`src/rtl/uart_rx_deser_if.sv`:
```
// Handshake bundle between the UART receive deserialiser and its controller.
// The controller side drives line, rate and FIFO status; the deserialiser returns bytes and flags.
interface uart_rx_deser_if;
    logic       EN;
    logic       RXEN;
    logic [3:0] BAUD;
    logic       RX;
    logic       FULL;
    logic [7:0] DATA;
    logic       VALID;
    logic       FERR;
    logic       OVERRUN;
    logic       PERR;
    logic       BUSY;

    modport master (
        output EN, RXEN, BAUD, RX, FULL,
        input  DATA, VALID, FERR, OVERRUN, PERR, BUSY
    );

    modport slave (
        input  EN, RXEN, BAUD, RX, FULL,
        output DATA, VALID, FERR, OVERRUN, PERR, BUSY
    );
endinterface

```
`src/rtl/uart_rx_deser.sv`:
```
// UART receive front end: RX synchroniser, 16x oversampling, 8N1 deserialiser.
// Define UART_RX_PARITY_EN to receive 8E1 frames and report parity errors on PERR.
module uart_rx_deser #(
    parameter int CLK_HZ = 100_000_000,
    parameter int OVS    = 16
) (
    input logic      CLK,
    input logic      RST,
    uart_rx_deser_if.slave bus
);

    localparam int SW = $clog2(OVS);
    localparam int D0 = (CLK_HZ + (OVS / 2) * 9600) / (OVS * 9600);
    localparam int D1 = (CLK_HZ + (OVS / 2) * 19200) / (OVS * 19200);
    localparam int D2 = (CLK_HZ + (OVS / 2) * 38400) / (OVS * 38400);
    localparam int D3 = (CLK_HZ + (OVS / 2) * 57600) / (OVS * 57600);
    localparam int D4 = (CLK_HZ + (OVS / 2) * 115200) / (OVS * 115200);
    localparam int D5 = (CLK_HZ + (OVS / 2) * 230400) / (OVS * 230400);
    localparam int D6 = (CLK_HZ + (OVS / 2) * 460800) / (OVS * 460800);
    localparam int D7 = (CLK_HZ + (OVS / 2) * 921600) / (OVS * 921600);
    localparam int CW = $clog2(D0 + 1);

    localparam logic [SW-1:0] SMP_LO  = SW'(OVS / 2 - 1);
    localparam logic [SW-1:0] SMP_MID = SW'(OVS / 2);
    localparam logic [SW-1:0] SMP_HI  = SW'(OVS / 2 + 1);
    localparam logic [SW-1:0] SMP_END = SW'(OVS - 1);

    typedef enum logic [2:0] {
        ST_IDLE,
        ST_START,
        ST_DATA,
        ST_PARITY,
        ST_STOP,
        ST_BRK
    } state_t;

    function automatic logic [CW-1:0] div_of(input logic [3:0] code);
        case (code)
            4'd0:    div_of = CW'(D0);
            4'd1:    div_of = CW'(D1);
            4'd2:    div_of = CW'(D2);
            4'd3:    div_of = CW'(D3);
            4'd5:    div_of = CW'(D5);
            4'd6:    div_of = CW'(D6);
            4'd7:    div_of = CW'(D7);
            default: div_of = CW'(D4);
        endcase
    endfunction

    state_t        state;
    state_t        state_n;
    logic          rx_m;
    logic          rx_s;
    logic [CW-1:0] div_q;
    logic [CW-1:0] div_in;
    logic [CW-1:0] cnt;
    logic [SW-1:0] samp;
    logic          v_lo;
    logic          v_mid;
    logic          bit_q;
    logic [7:0]    shift;
    logic [2:0]    idx;
    logic [7:0]    data_q;
    logic          valid_q;
    logic          ferr_q;
    logic          ovr_q;
    logic          perr_q;
    logic          valid_n;
    logic          ferr_n;
    logic          ovr_n;
    logic          perr_n;
    logic          run;
    logic          tick;
    logic          at_hi;
    logic          at_end;
    logic          maj;
    logic          par_bad;

    assign run    = bus.EN & bus.RXEN;
    assign div_in = div_of(bus.BAUD);
    assign tick   = (state != ST_IDLE) && (cnt == div_q - CW'(1));
    assign at_hi  = tick && (samp == SMP_HI);
    assign at_end = tick && (samp == SMP_END);
    assign maj    = (v_lo & v_mid) | (v_lo & rx_s) | (v_mid & rx_s);

`ifdef UART_RX_PARITY_EN
    logic par_q;
    assign par_bad = ^{shift, par_q};
`else
    assign par_bad = 1'b0;
`endif

    always_comb begin
        state_n = state;
        valid_n = 1'b0;
        ferr_n  = 1'b0;
        ovr_n   = 1'b0;
        perr_n  = 1'b0;
        if (!run) begin
            state_n = ST_IDLE;
        end else begin
            unique case (state)
                ST_IDLE: begin
                    if (!rx_s) state_n = ST_START;
                end
                ST_START: begin
                    if (at_hi && maj) state_n = ST_IDLE;
                    else if (at_end) state_n = ST_DATA;
                end
                ST_DATA: begin
`ifdef UART_RX_PARITY_EN
                    if (at_end && idx == 3'd7) state_n = ST_PARITY;
`else
                    if (at_end && idx == 3'd7) state_n = ST_STOP;
`endif
                end
                ST_PARITY: begin
                    if (at_end) state_n = ST_STOP;
                end
                ST_STOP: begin
                    if (at_hi) begin
                        if (!maj) begin
                            ferr_n  = 1'b1;
                            state_n = ST_BRK;
                        end else begin
                            perr_n  = par_bad;
                            ovr_n   = !par_bad && bus.FULL;
                            valid_n = !par_bad && !bus.FULL;
                            state_n = ST_IDLE;
                        end
                    end
                end
                ST_BRK: begin
                    if (rx_s) state_n = ST_IDLE;
                end
                default: state_n = ST_IDLE;
            endcase
        end
    end

    always_ff @(posedge CLK or negedge RST) begin
        if (!RST) begin
            state   <= ST_IDLE;
            rx_m    <= 1'b1;
            rx_s    <= 1'b1;
            div_q   <= '0;
            cnt     <= '0;
            samp    <= '0;
            v_lo    <= 1'b0;
            v_mid   <= 1'b0;
            bit_q   <= 1'b0;
            shift   <= '0;
            idx     <= '0;
            data_q  <= '0;
            valid_q <= 1'b0;
            ferr_q  <= 1'b0;
            ovr_q   <= 1'b0;
            perr_q  <= 1'b0;
`ifdef UART_RX_PARITY_EN
            par_q   <= 1'b0;
`endif
        end else begin
            rx_m    <= bus.RX;
            rx_s    <= rx_m;
            state   <= state_n;
            valid_q <= valid_n;
            ferr_q  <= ferr_n;
            ovr_q   <= ovr_n;
            perr_q  <= perr_n;
            // The detect cycle counts as the first divider count of the start bit.
            if (state == ST_IDLE) begin
                div_q <= div_in;
                samp  <= '0;
                cnt   <= (state_n == ST_START && div_in != CW'(1)) ? CW'(1) : '0;
            end else if (tick) begin
                cnt  <= '0;
                samp <= samp + SW'(1);
            end else begin
                cnt <= cnt + CW'(1);
            end
            if (tick && samp == SMP_LO) v_lo <= rx_s;
            if (tick && samp == SMP_MID) v_mid <= rx_s;
            if (at_hi) bit_q <= maj;
            if (state == ST_START && at_end) idx <= '0;
            if (state == ST_DATA && at_end) begin
                shift <= {bit_q, shift[7:1]};
                idx   <= idx + 3'd1;
            end
`ifdef UART_RX_PARITY_EN
            if (state == ST_PARITY && at_hi) par_q <= maj;
`endif
            if (valid_n) data_q <= shift;
        end
    end

    assign bus.DATA    = data_q;
    assign bus.VALID   = valid_q;
    assign bus.FERR    = ferr_q;
    assign bus.OVERRUN = ovr_q;
    assign bus.PERR    = perr_q;
    assign bus.BUSY    = (state != ST_IDLE);

endmodule

```
`src/flat_wrapper.sv`:
```
// flat-port wrapper written by rule: the top's interface ports become plain ports
module uart_rx_deser_flat 
#(
    parameter int CLK_HZ = 100_000_000,
    parameter int OVS    = 16
)
  (CLK, RST, bus_EN, bus_RXEN, bus_BAUD, bus_RX, bus_FULL, bus_DATA, bus_VALID, bus_FERR, bus_OVERRUN, bus_PERR, bus_BUSY);
  uart_rx_deser_if bus_i ();
  input logic CLK;
  input logic RST;
  input wire logic [$bits(bus_i.EN)-1:0] bus_EN;
  input wire logic [$bits(bus_i.RXEN)-1:0] bus_RXEN;
  input wire logic [$bits(bus_i.BAUD)-1:0] bus_BAUD;
  input wire logic [$bits(bus_i.RX)-1:0] bus_RX;
  input wire logic [$bits(bus_i.FULL)-1:0] bus_FULL;
  output wire logic [$bits(bus_i.DATA)-1:0] bus_DATA;
  output wire logic [$bits(bus_i.VALID)-1:0] bus_VALID;
  output wire logic [$bits(bus_i.FERR)-1:0] bus_FERR;
  output wire logic [$bits(bus_i.OVERRUN)-1:0] bus_OVERRUN;
  output wire logic [$bits(bus_i.PERR)-1:0] bus_PERR;
  output wire logic [$bits(bus_i.BUSY)-1:0] bus_BUSY;
  assign bus_i.EN = bus_EN;
  assign bus_i.RXEN = bus_RXEN;
  assign bus_i.BAUD = bus_BAUD;
  assign bus_i.RX = bus_RX;
  assign bus_i.FULL = bus_FULL;
  assign bus_DATA = bus_i.DATA;
  assign bus_VALID = bus_i.VALID;
  assign bus_FERR = bus_i.FERR;
  assign bus_OVERRUN = bus_i.OVERRUN;
  assign bus_PERR = bus_i.PERR;
  assign bus_BUSY = bus_i.BUSY;
  uart_rx_deser #(.CLK_HZ(CLK_HZ), .OVS(OVS)) u_core (.CLK(CLK), .RST(RST), .bus(bus_i));
endmodule
```
`config.mk`:
```
export PLATFORM = sky130hd
export DESIGN_NAME = uart_rx_deser_flat
export DESIGN_NICKNAME = d
export VERILOG_FILES = /design/src/rtl/uart_rx_deser_if.sv /design/src/rtl/uart_rx_deser.sv /design/src/flat_wrapper.sv
export SDC_FILE = /design/constraint.sdc
export NUM_CORES = 1
export LEC_CHECK = 0
export ABC_AREA = 1
export CORE_MARGIN = 2
export CORE_UTILIZATION = 40
export DETAILED_ROUTE_END_ITERATION = 6
export GPL_ROUTABILITY_DRIVEN = 1
export PLACE_DENSITY = 0.56
export SYNTH_ARGS = -nofsm -noshare
export SYNTH_HDL_FRONTEND = slang
export SYNTH_SLANG_ARGS = --single-unit
```
`constraint.sdc`:
```
create_clock -name CLK -period 2.7 [get_ports CLK]
set_clock_uncertainty 0.05 [all_clocks]
set_input_delay 0.54 -clock CLK [delete_from_list [all_inputs] [get_ports CLK]]
set_output_delay 0.54 -clock CLK [all_outputs]
set_load 0.02 [all_outputs]
```
Word-level counts from Yosys, hierarchy flattened
Cells that the tools add are included.

Input port bits: 10. Register bits: 54. Output and inout port bits: 13. Logic and storage cells: 90.

Equal/unequal tests: 19. Bitwise gates (word level): 6. Add/sub/neg operators: 4. Mux-type cells: 30. Reduce and logical (&&, ||, !) cells: 16.

Operator list (count): $pmux 10 s7 (1); $mux 3 (11); $mux 10 (2); $pmux 3 s6 (1); $eq 4x3->1 const B (4); $mux 1 (13); $eq 4x4->1 const B (3); $add 10x1->10 const B (1); $eq 10x10->1 (1); $logic_and 1x1->1 (10); $ne 10x1->1 const B (1); $sub 10x1->10 const B (1); $eq 3x3->1 const B (3); $eq 4x2->1 const B (2); $mux 4 (2); $eq 3x1->1 const B (2); $eq 3x2->1 const B (2); $add 4x1->4 const B (1); $and 1x1->1 (4); $eq 4x1->1 const B (1); $logic_not 4->1 (1); $reduce_bool 2->1 (2); $add 3x1->3 const B (1); $logic_not 3->1 (1); other kinds (3) (4).

Logic depth before layout (Yosys ltp)
Gate-level depths: netlist of run 1.

Depth in word-level cells: 12. Gate-level depth with buffers: 18. Mapped depth without buffers: 18.

Worst setup path before layout of run 1
OpenSTA, ideal clock, no wires.

Path kind: register to register. Start: reg u_core.div_q[0]. End: reg u_core.shift[4]. Required time: 2.524 ns. Setup time: 0.126 ns. Buffers on the path: 1. Cell stages (with the launch flop): 16. Setup slack: 0.624 ns. Period minus slack after synthesis: 2.076 ns. Arrival time: 1.899 ns. Cells stage by stage: dfrtp_1 inv_2 ha_1 nand2_1 inv_1 nor2_1 nand2_1 nor2_1 nand2_1 nor2_2 nand3_1 nor2_4 nand4_4 nor2_4 buf_6 o21ai_0.

Longest elaborated chain between the ends: 5.

Ends and longest elaborated chain: start: declaration (RTL line uart_rx_deser.sv:54) `logic [CW-1:0] div_q;`; start signal: assignment (RTL line uart_rx_deser.sv:172) `div_q <= div_in;`; $sub 10x1->10 (RTL line uart_rx_deser.sv:81) `assign tick = (state != ST_IDLE) && (cnt == div_q - CW'(1));`; $eq 10x10->1 (RTL line uart_rx_deser.sv:81); $logic_and 1x1->1 (RTL line uart_rx_deser.sv:81); $logic_and 1x1->1 (RTL line uart_rx_deser.sv:83) `assign at_end = tick && (samp == SMP_END);`; $logic_and 1x1->1 (RTL line uart_rx_deser.sv:185) `if (state == ST_DATA && at_end) begin`; end signal: assignment (RTL line uart_rx_deser.sv:186) `shift <= {bit_q, shift[7:1]};`; end: declaration (RTL line uart_rx_deser.sv:61) `logic [7:0] shift;`.

Every way passes these cells. A chain may end at the register's enable or synchronous reset.

Final worst setup path of run 1
Start: reg u_core.div_q[0]. End: reg u_core.data_q[3] (netlist: u_core.bus.DATA[3]).

Longest elaborated chain between the ends: 7.

Ends and longest elaborated chain: $sub 10x1->10 (RTL line uart_rx_deser.sv:81); $eq 10x10->1 (RTL line uart_rx_deser.sv:81); $logic_and 1x1->1 (RTL line uart_rx_deser.sv:81); $logic_and 1x1->1 (RTL line uart_rx_deser.sv:82) `assign at_hi = tick && (samp == SMP_HI);`; $mux 1 (RTL line uart_rx_deser.sv:121) `if (at_hi) begin`; $mux 1 (RTL line uart_rx_deser.sv:102) `unique case (state)`; $mux 1 (RTL line uart_rx_deser.sv:99) `if (!run) begin`; end signal: assignment (RTL line uart_rx_deser.sv:192) `if (valid_n) data_q <= shift;`; end: declaration (RTL line uart_rx_deser.sv:63) `logic [7:0] data_q;`.

Every way passes these cells.

==> results.cfg, run 1 <==
[worst_hold_path]
hp-class = input port to asynchronous set/reset pin

[worst_setup_path]
r2r-start = u_core.div_q[0]
end_kind = flip-flop
cp-endpoint = u_core.bus.DATA[3]
crit_buf_inv = 4
arrival_ns = 2.65
critPathMaxFanout = 15
rr_worst_depth = 16
critical_path_required_ns = 2.90
path_class = flip-flop to flip-flop
crit_path_top_delay_cell = dfrtp_1
crit_path_start = u_core.div_q[0]
r2r_slack_ns = 0.25
critPathMaxStageDelay_ns = 0.37
crit_cells = 16
rr_endpoint = u_core.bus.DATA[3]
path_cells = inv_2 -> ha_1 -> nand2_1 -> inv_1 -> nor2_1 -> nand2_1 -> nor2_1 -> nand2_1 -> nor2_2 -> nand2_1 -> nor2_1 -> nand4_1 -> inv_2 -> nand3_4 -> buf_4 -> o21ai_2
cp-start-kind = flip-flop
cp_common_cell = nand2_1
critPathTopFamily = simple AND/OR/NAND/NOR gates

[synth]
ys_seq_area_share_pct = 43.0
synth_cell_types = 36
postSynthCellCount = 422
yosysTopAreaCell = dfrtp_1
syn_area_um2 = 3150
yosysMostFrequentCell = nand2_1
ys_warn_count = 0
synth_ff_type = dfrtp_1
synth_area_leaders = dfrtp_1, nand2_1, inv_1
syn-mean-instance-area_um2 = 7.45
async_flop_share_pct = 100
synth_seq_cells = 54
synth.top_cell.area_share_pct = 41.4
synth_common_cells = nand2_1, inv_1, dfrtp_1
synth_edf_count = 0
synth_nets = 439

[global_route]
grt_max_degree = 42
grt_usage_pct = 17.6
grt_pass1_wl_um = 12100
first_global_vias = 2608
antenna_found_initial = 0
grt-ovfl-total = 0

[sta]
final.setup.tns_ns = 0
setup_viol = 0
tightest_slew_ns = 0.924
max_freq_mhz = 409
setup_slack_ns = 0.253
slew_viol_final = 0
max_slew_margin_pct = 38.4
period_share_pct = 90.6
rsz0062_at_grt = no
post-route-min-period_ns = 2.45
hold_violations = 0

[pwr]
p_per_area_nw_per_um2 = 420
p_leak_uw = 0.00178
irDropWorstVdd_mv = 0.284

[cells_and_area]
stdcell_area_um2 = 3630
finalNonFillerCells = 560
multiInputGateArea_um2 = 1500
drive_gt1_share_pct = 12.0
area_delta_synth_final_pct = 15.4
fin_nets = 474
antennaDiodeCount = 0
regArea_um2 = 1350
fillCellCount = 812

[floorplan]
die_area_um2 = 8590
initial_core_util_pct = 40.9
die_y_um = 92.7
io_pins = 23
die_width_um = 92.7
rows = 32
core_area_um2 = 7690

[clock_network]
holdBufCountCts = 0
tritoncts = built
insertion_delay_ns = 0.31
cts_sinks = 54
cts-root-buf = clkbuf_8
cts_buffers = 5
ctsResizeCount = 0
cts_max_path_buffers = 2
path_clk_slew_ns = 0.11
post_cts_buffers = 0
htree_levels = 2

[place]
port-buffer-count = 21
pre_cts_slack_ns = 0.264
gp_congestion = 0.857
dp_hpwl_um = 5370
postPlaceCellArea_um2 = 3490
place_inst = 547

[drt]
drt-initial-drc-count = 116
drt_wl_total_um = 6940
via_count = 2645
viasPerCell = 4.72
drt-pass1-iter-count = 4
drtAntennaViolNets = 0
routedWlPerCell_um = 12.4
drcViolationCount = 0

[status]
status = complete, no violations

[run]
maxCapViolCount = 0
[layout make-up]
type | instances | area share, %
clock inverters | 2 | 0.448
well taps | 102 | 3.52
flip-flops and latches | 54 | 37.3
multi-input cells | 296 | 41.4
inverters | 67 | 6.93
clock buffers | 6 | 2.28
repair buffers | 33 | 8.14
[metal layers]
metal	routed length (µm)	global-route usage, %	part of all wire, %	up-vias
li1	-	-	-	1393
met1	3440	24.4	50	1200
met2	3210	28.7	46	45
met3	218	2.69	3.1	7
met4	73	5.02	1.1	0
met5	0	0	0	-
[cells by family after synthesis]
| group | after synthesis | share of synthesized area, % |
|---|---|---|
| other | 1 | 0.119 |
| AO/OA/AOI/OAI | 51 | 9.31 |
| flip-flops | 54 | 43.0 |
| AND/OR/NAND/NOR | 231 | 33.9 |
| buffers and inverters | 72 | 9.19 |
| XOR/XNOR | 6 | 1.67 |
| adder cells (fa/ha/maj) | 7 | 2.78 |
[where the power goes]
part / switching (µW) / leakage (µW) / internal (µW) / total (µW)
registers: 21.2 / 0.000729 / 824 / 845
logic: 119 / 0.00100 / 63.3 / 182
clock network: 285 / 0.0000478 / 212 / 497
[per-stage QoR]
step	hold slack [ns]	utilization (%)	power, µW
2_1_floorplan	0.194	-	974
3_3_place_gp	0.297	45.4	1040
3_5_place_dp	0.302	45.4	1040
4_1_cts	0.318	46.7	1550
5_1_grt	0.330	47.2	1610
6_report	0.309	47.2	1520
[sequential cells by signal, indices dropped and copies added (netlist names)]
name	count
u_core.div_q	10
u_core.rx_s	1
u_core.v_mid	1
u_core.bus.VALID	1
u_core.rx_m	1
u_core.cnt	10
u_core.samp	4
u_core.bus.DATA	8
u_core.bus.OVERRUN	1
u_core.v_lo	1
u_core.bit_q	1
u_core.shift	8
u_core.bus.FERR	1
u_core.state	3
u_core.idx	3
[how the worst min path moves through the flow]
stage | depth (start not counted) | end
3_5_place_dp | 0 | u_core.rx_s
6_report | 1 | u_core.cnt[7]
4_1_cts | 0 | u_core.rx_s
5_1_grt | 0 | u_core.rx_s
2_1_floorplan | 0 | u_core.bit_q
3_3_place_gp | 0 | u_core.rx_s
[cells in the final DEF (no fill, tap or decap), drive strengths merged]
cell,Yosys,final
a21oi,11,11
a31oi,2,2
and3,1,1
buf,3,13
clkbuf,2,6
clkdlybuf4s50,0,20
clkinv,1,1
clkinvlp,0,1
conb,1,1
dfrtp,52,52
dfstp,2,2
ha,7,7
inv,66,67
nand2,126,126
nand3,33,33
nand4,5,5
nor2,53,53
nor3,12,12
nor4,1,1
o211ai,1,1
o21a,2,2
o21ai,33,33
o22ai,1,1
o311ai,1,1
xnor2,3,3
xor2,3,3
Power figures use the tool's default switching activity.
==> run 2, diff against run 1 <==
--- a/config.mk
+++ b/config.mk
@@ -11,6 +11,7 @@
 export DETAILED_ROUTE_END_ITERATION = 6
 export GPL_ROUTABILITY_DRIVEN = 1
 export PLACE_DENSITY = 0.56
+export SETUP_SLACK_MARGIN = 0.02
 export SYNTH_ARGS = -nofsm -noshare
 export SYNTH_HDL_FRONTEND = slang
 export SYNTH_SLANG_ARGS = --single-unit
==> constraint.sdc (replaced) <==
create_clock -name CLK -period 2.4 [get_ports CLK]
set_clock_uncertainty 0.05 [all_clocks]
set_input_delay 0.48 -clock CLK [delete_from_list [all_inputs] [get_ports CLK]]
set_output_delay 0.48 -clock CLK [all_outputs]
set_load 0.02 [all_outputs]
==> results.cfg, run 2 (synthesized netlist as in run 1, its figures left out) <==
[clock_network]
tritoncts = built
cts_buffers = 5
holdBufCountCts = 0
cts_sinks = 54
cts_max_path_buffers = 2
htree_levels = 2
path_clk_slew_ns = 0.11
insertion_delay_ns = 0.31
cts-root-buf = clkbuf_8

[place]
port-buffer-count = 21
pre_cts_slack_ns = -0.0250
gp_congestion = 0.900
dp_hpwl_um = 5440
postPlaceCellArea_um2 = 3500

[worst_setup_path]
arrival_ns = 2.49
critPathMaxFanout = 2
critPathMaxStageDelay_ns = 0.41
cp-start-kind = flip-flop
critical_path_required_ns = 2.60
crit_path_top_delay_cell = dfrtp_1
path_class = flip-flop to flip-flop
critPathTopFamily = simple AND/OR/NAND/NOR gates
crit_buf_inv = 3
end_kind = flip-flop
path_cells = inv_2 -> ha_4 -> nand2_2 -> inv_2 -> nor2_4 -> nand2_2 -> nor2_1 -> nand2_1 -> nor2_2 -> nand2_1 -> nor2_1 -> nand4_1 -> buf_4 -> nand2_2 -> nand3_2 -> nand3_2 -> nand3_2 -> nand2_1

[pwr]
p_leak_uw = 0.00179
p_per_area_nw_per_um2 = 468
irDropWorstVdd_mv = 0.262
total_power_uw = 1740

[sta]
post-route-min-period_ns = 2.28
hold_violations = 0
tightest_slew_ns = 0.700
setup_slack_ns = 0.118
final.setup.tns_ns = 0
max_freq_mhz = 438
max_slew_margin_pct = 53.3
setup_viol = 0
rsz0062_at_grt = yes
slew_viol_final = 0
period_share_pct = 95.1

[cells_and_area]
area_delta_synth_final_pct = 18.1
mostFrequentLayoutCell = nand2_1
antennaDiodeCount = 0
stdcell_area_um2 = 3720
fillCellCount = 818
biggestRegsByFlops = u_core.cnt x10, u_core.div_q x10
fin_nets = 477
postLayoutCoreUtil_pct = 48.3
layout_common_cells = nand2_1, inv_1, dfrtp_1
drive_gt1_share_pct = 15.2

[floorplan]
die_width_um = 92.7
core_area_um2 = 7690
io_pins = 23
rows = 32
die_area_um2 = 8590
initial_core_util_pct = 40.9
die_y_um = 92.7

[global_route]
grt-ovfl-total = 0
grt_usage_pct = 18.5
first_global_vias = 2627
antenna_found_initial = 0
grt_max_degree = 55
grt_pass1_wl_um = 12700

[status]
status = complete, no violations

[drt]
viasPerCell = 4.90
routedWlPerCell_um = 13.1
drtAntennaViolNets = 0
drcViolationCount = 0
via_count = 2759
drt-pass1-iter-count = 4
drt-initial-drc-count = 116
drt_wl_total_um = 7360

[worst_hold_path]
hp-class = input port to asynchronous set/reset pin

[run]
maxCapViolCount = 0
[run 2: changes by cell type in the layout (fill, tap and decap cells not counted), sizes merged]
cell | before | now
buf | 13 | 15
nand3 | 33 | 34
[run 2: routing by layer]
layer  GRT usage (%)  wire length, µm  vias up
li1                -                -     1412
met1            26.4             3590     1292
met2            29.8             3430       49
met3            2.77              265        6
met4            4.29               73        0
met5               0                0        -
[run 2: path summary, 6_finish.rpt]
path	to	cells past startpoint	start	slack (ns)
min in group CLK	u_core.rx_s	0	u_core.rx_m	0.31
hold reg to reg	u_core.rx_s	0	u_core.rx_m	0.31
setup / recovery	u_core.cnt[0]	18	u_core.div_q[1]	0.12
max in group asynchronous	u_core.cnt[8]	2	RST	1.59
hold / removal	u_core.samp[2]	2	RST	0.22
setup reg to reg	u_core.cnt[0]	18	u_core.div_q[1]	0.12
[run 2: power breakdown]
part	internal (µW)	switching, µW
clock network	239	324
registers	927	24.6
logic	79.0	145
[run 2: area by class of cell]
cell class,count,area [µm²],area share [%]
timing repair buffer,35,314,8.45
sequential,54,1350,36.4
multi-input combinational,297,1570,42.3
clock inverter,2,16.3,0.438
clock buffer,6,82.6,2.22
tap,102,128,3.43
inverter,67,251,6.77
[run 2: per-stage QoR]
step	hold slack (ns)	std cells
after floorplan	0.134	422
after global placement	0.296	548
after detailed placement	0.298	548
after CTS	0.263	559
after global routing	0.302	563
final	0.225	563
[run 2: timing repair]
action / CTS / global route
setup endpoints to repair: 8 / 28
hold endpoints to repair: 0 / 0
cloned: 1 / 0
setup buffers: 2 / 4
pin swaps: 0 / 11
gates resized for setup: 1 / 15
==> run 3, diff against run 2 <==
--- a/config.mk
+++ b/config.mk
@@ -6,12 +6,15 @@
 export NUM_CORES = 1
 export LEC_CHECK = 0
 export ABC_AREA = 1
+export CELL_PAD_IN_SITES_DETAIL_PLACEMENT = 1
+export CELL_PAD_IN_SITES_GLOBAL_PLACEMENT = 1
 export CORE_MARGIN = 2
 export CORE_UTILIZATION = 40
 export DETAILED_ROUTE_END_ITERATION = 6
 export GPL_ROUTABILITY_DRIVEN = 1
-export PLACE_DENSITY = 0.56
+export PLACE_DENSITY = 0.73
 export SETUP_SLACK_MARGIN = 0.02
 export SYNTH_ARGS = -nofsm -noshare
 export SYNTH_HDL_FRONTEND = slang
 export SYNTH_SLANG_ARGS = --single-unit
+export TNS_END_PERCENT = 30
==> results.cfg, run 3 (synthesized netlist as in run 1, its figures left out) <==
[place]
port-buffer-count = 21
place_inst = 552
postPlaceCellArea_um2 = 3560
pre_cts_slack_ns = 0.00246
dp_hpwl_um = 6620
gp_congestion = 0.862

[pwr]
irDropWorstVdd_mv = 0.250
total_power_uw = 1760
p_per_area_nw_per_um2 = 466
p_leak_uw = 0.00182

[cells_and_area]
area_delta_synth_final_pct = 20.3
drive_gt1_share_pct = 17.0
finalNonFillerCells = 567
fillCellCount = 997
stdcell_area_um2 = 3780
antennaDiodeCount = 0
biggestRegsByFlops = u_core.cnt x10, u_core.div_q x10
layout_common_cells = nand2_1, inv_1, dfrtp_1
fin_nets = 481
mostFrequentLayoutCell = nand2_1
postLayoutCoreUtil_pct = 49.2

[clock_network]
htree_levels = 2
cts-root-buf = clkbuf_8
insertion_delay_ns = 0.31
cts_sinks = 54
tritoncts = built
cts_buffers = 5
cts_max_path_buffers = 2
path_clk_slew_ns = 0.10
holdBufCountCts = 0

[drt]
viasPerCell = 4.95
routedWlPerCell_um = 15.5
drcViolationCount = 0
drtAntennaViolNets = 0
drt-pass1-iter-count = 4
drt_wl_total_um = 8770
drt-initial-drc-count = 137
via_count = 2809

[worst_setup_path]
crit_buf_inv = 3
cp-start-kind = flip-flop
cp_common_cell = nand2_2
r2r-start = u_core.div_q[1]
path_class = flip-flop to flip-flop
critical_path_required_ns = 2.60
path_cells = inv_2 -> ha_4 -> nand2_2 -> inv_2 -> nor2_4 -> nand2_2 -> nor2_2 -> nand2_1 -> nor2_2 -> nand2_1 -> nor2_1 -> nand4_1 -> buf_4 -> nand2_2 -> nand3_2 -> nand3_2 -> nand3_2 -> nand2_2
rr_endpoint = u_core.cnt[0]
r2r_slack_ns = 0.09
rr_worst_depth = 18
critPathMaxFanout = 3
arrival_ns = 2.52
critPathTopFamily = simple AND/OR/NAND/NOR gates
crit_path_top_delay_cell = dfrtp_1
end_kind = flip-flop
critPathMaxStageDelay_ns = 0.42

[worst_hold_path]
hp-class = input port to asynchronous set/reset pin

[sta]
max_slew_margin_pct = 64.6
slew_viol_final = 0
setup_viol = 0
period_share_pct = 96.3
max_freq_mhz = 433
tightest_slew_ns = 0.529
hold_violations = 0
post-route-min-period_ns = 2.31
setup_slack_ns = 0.0890
rsz0062_at_grt = yes

[status]
status = complete, no violations

[floorplan]
die_area_um2 = 8590
rows = 32
core_area_um2 = 7690
die_width_um = 92.7
die_y_um = 92.7
io_pins = 23
initial_core_util_pct = 40.9

[run]
maxCapViolCount = 0

[global_route]
grt-ovfl-total = 0
grt_pass1_wl_um = 14700
first_global_vias = 2967
grt_usage_pct = 21.8
grt_max_degree = 55
antenna_found_initial = 0
[run 3: cell count changes in the layout (fill, tap and decap cells not counted), moves of 2 or more]
cell,previous run,this run
nand2_2,5,7
buf_12,0,2
nand2_1,121,119
buf_4,13,16
[run 3: cell type report]
type                            instances  area, µm²  area share (%)
Timing Repair Buffer                   39        365            9.65
Sequential cell                        54       1350            35.8
Clock buffer                            6       82.6            2.18
Multi-Input combinational cell        297       1590            42.0
Clock inverter                          2       16.3           0.430
Tap cell                              102        128            3.37
Inverter                               67        251            6.64
[run 3: power by group]
group | switching, µW | internal, µW
Combinational | 161 | 93.8
Sequential | 25.0 | 927
Clock | 318 | 238
[run 3: routing by layer]
layer	routed length, µm	vias up	global-route usage (%)
li1	-	1409	-
met1	4140	1374	29.1
met2	4420	18	38.3
met3	133	8	2.85
met4	74	0	4.17
met5	0	-	0
[run 3: worst reg2reg max path, delay by kind of cell, from the launching register on]
family,cells,cell delay (ns)
DFF,1,0.42
and+or+nand+nor,14,1.26
buffers and inverters,3,0.34
adders and majority gates,1,0.20
[run 3: worst max path at each step]
stage,to,from,slack (ns),depth (start not counted)
floorplan,u_core.shift[4],u_core.div_q[0],0.32,15
global placement,u_core.bus.DATA[0],u_core.div_q[1],0.04,17
detailed placement,u_core.bus.DATA[7],u_core.div_q[1],0.002,17
CTS,u_core.cnt[0],u_core.div_q[1],0.003,18
global route,u_core.bus.DATA[0],u_core.div_q[1],-0.11,17
finish,u_core.cnt[0],u_core.div_q[1],0.09,18
[run 3: metrics by stage]
stage	TNS, ns	hold slack (ns)
floorplan	0	0.134
global placement	0	0.298
detailed placement	0	0.300
CTS	0	0.114
global route	-1.35	0.115
finish	0	0.0935
[run 3: timing repair]
action / 4_1_cts / 5_1_grt
gates cloned: 1 / 0
pin swaps: 0 / 9
resized for setup: 2 / 18
setup buffers: 1 / 5
endpoints found under the setup margin: 8 / 29
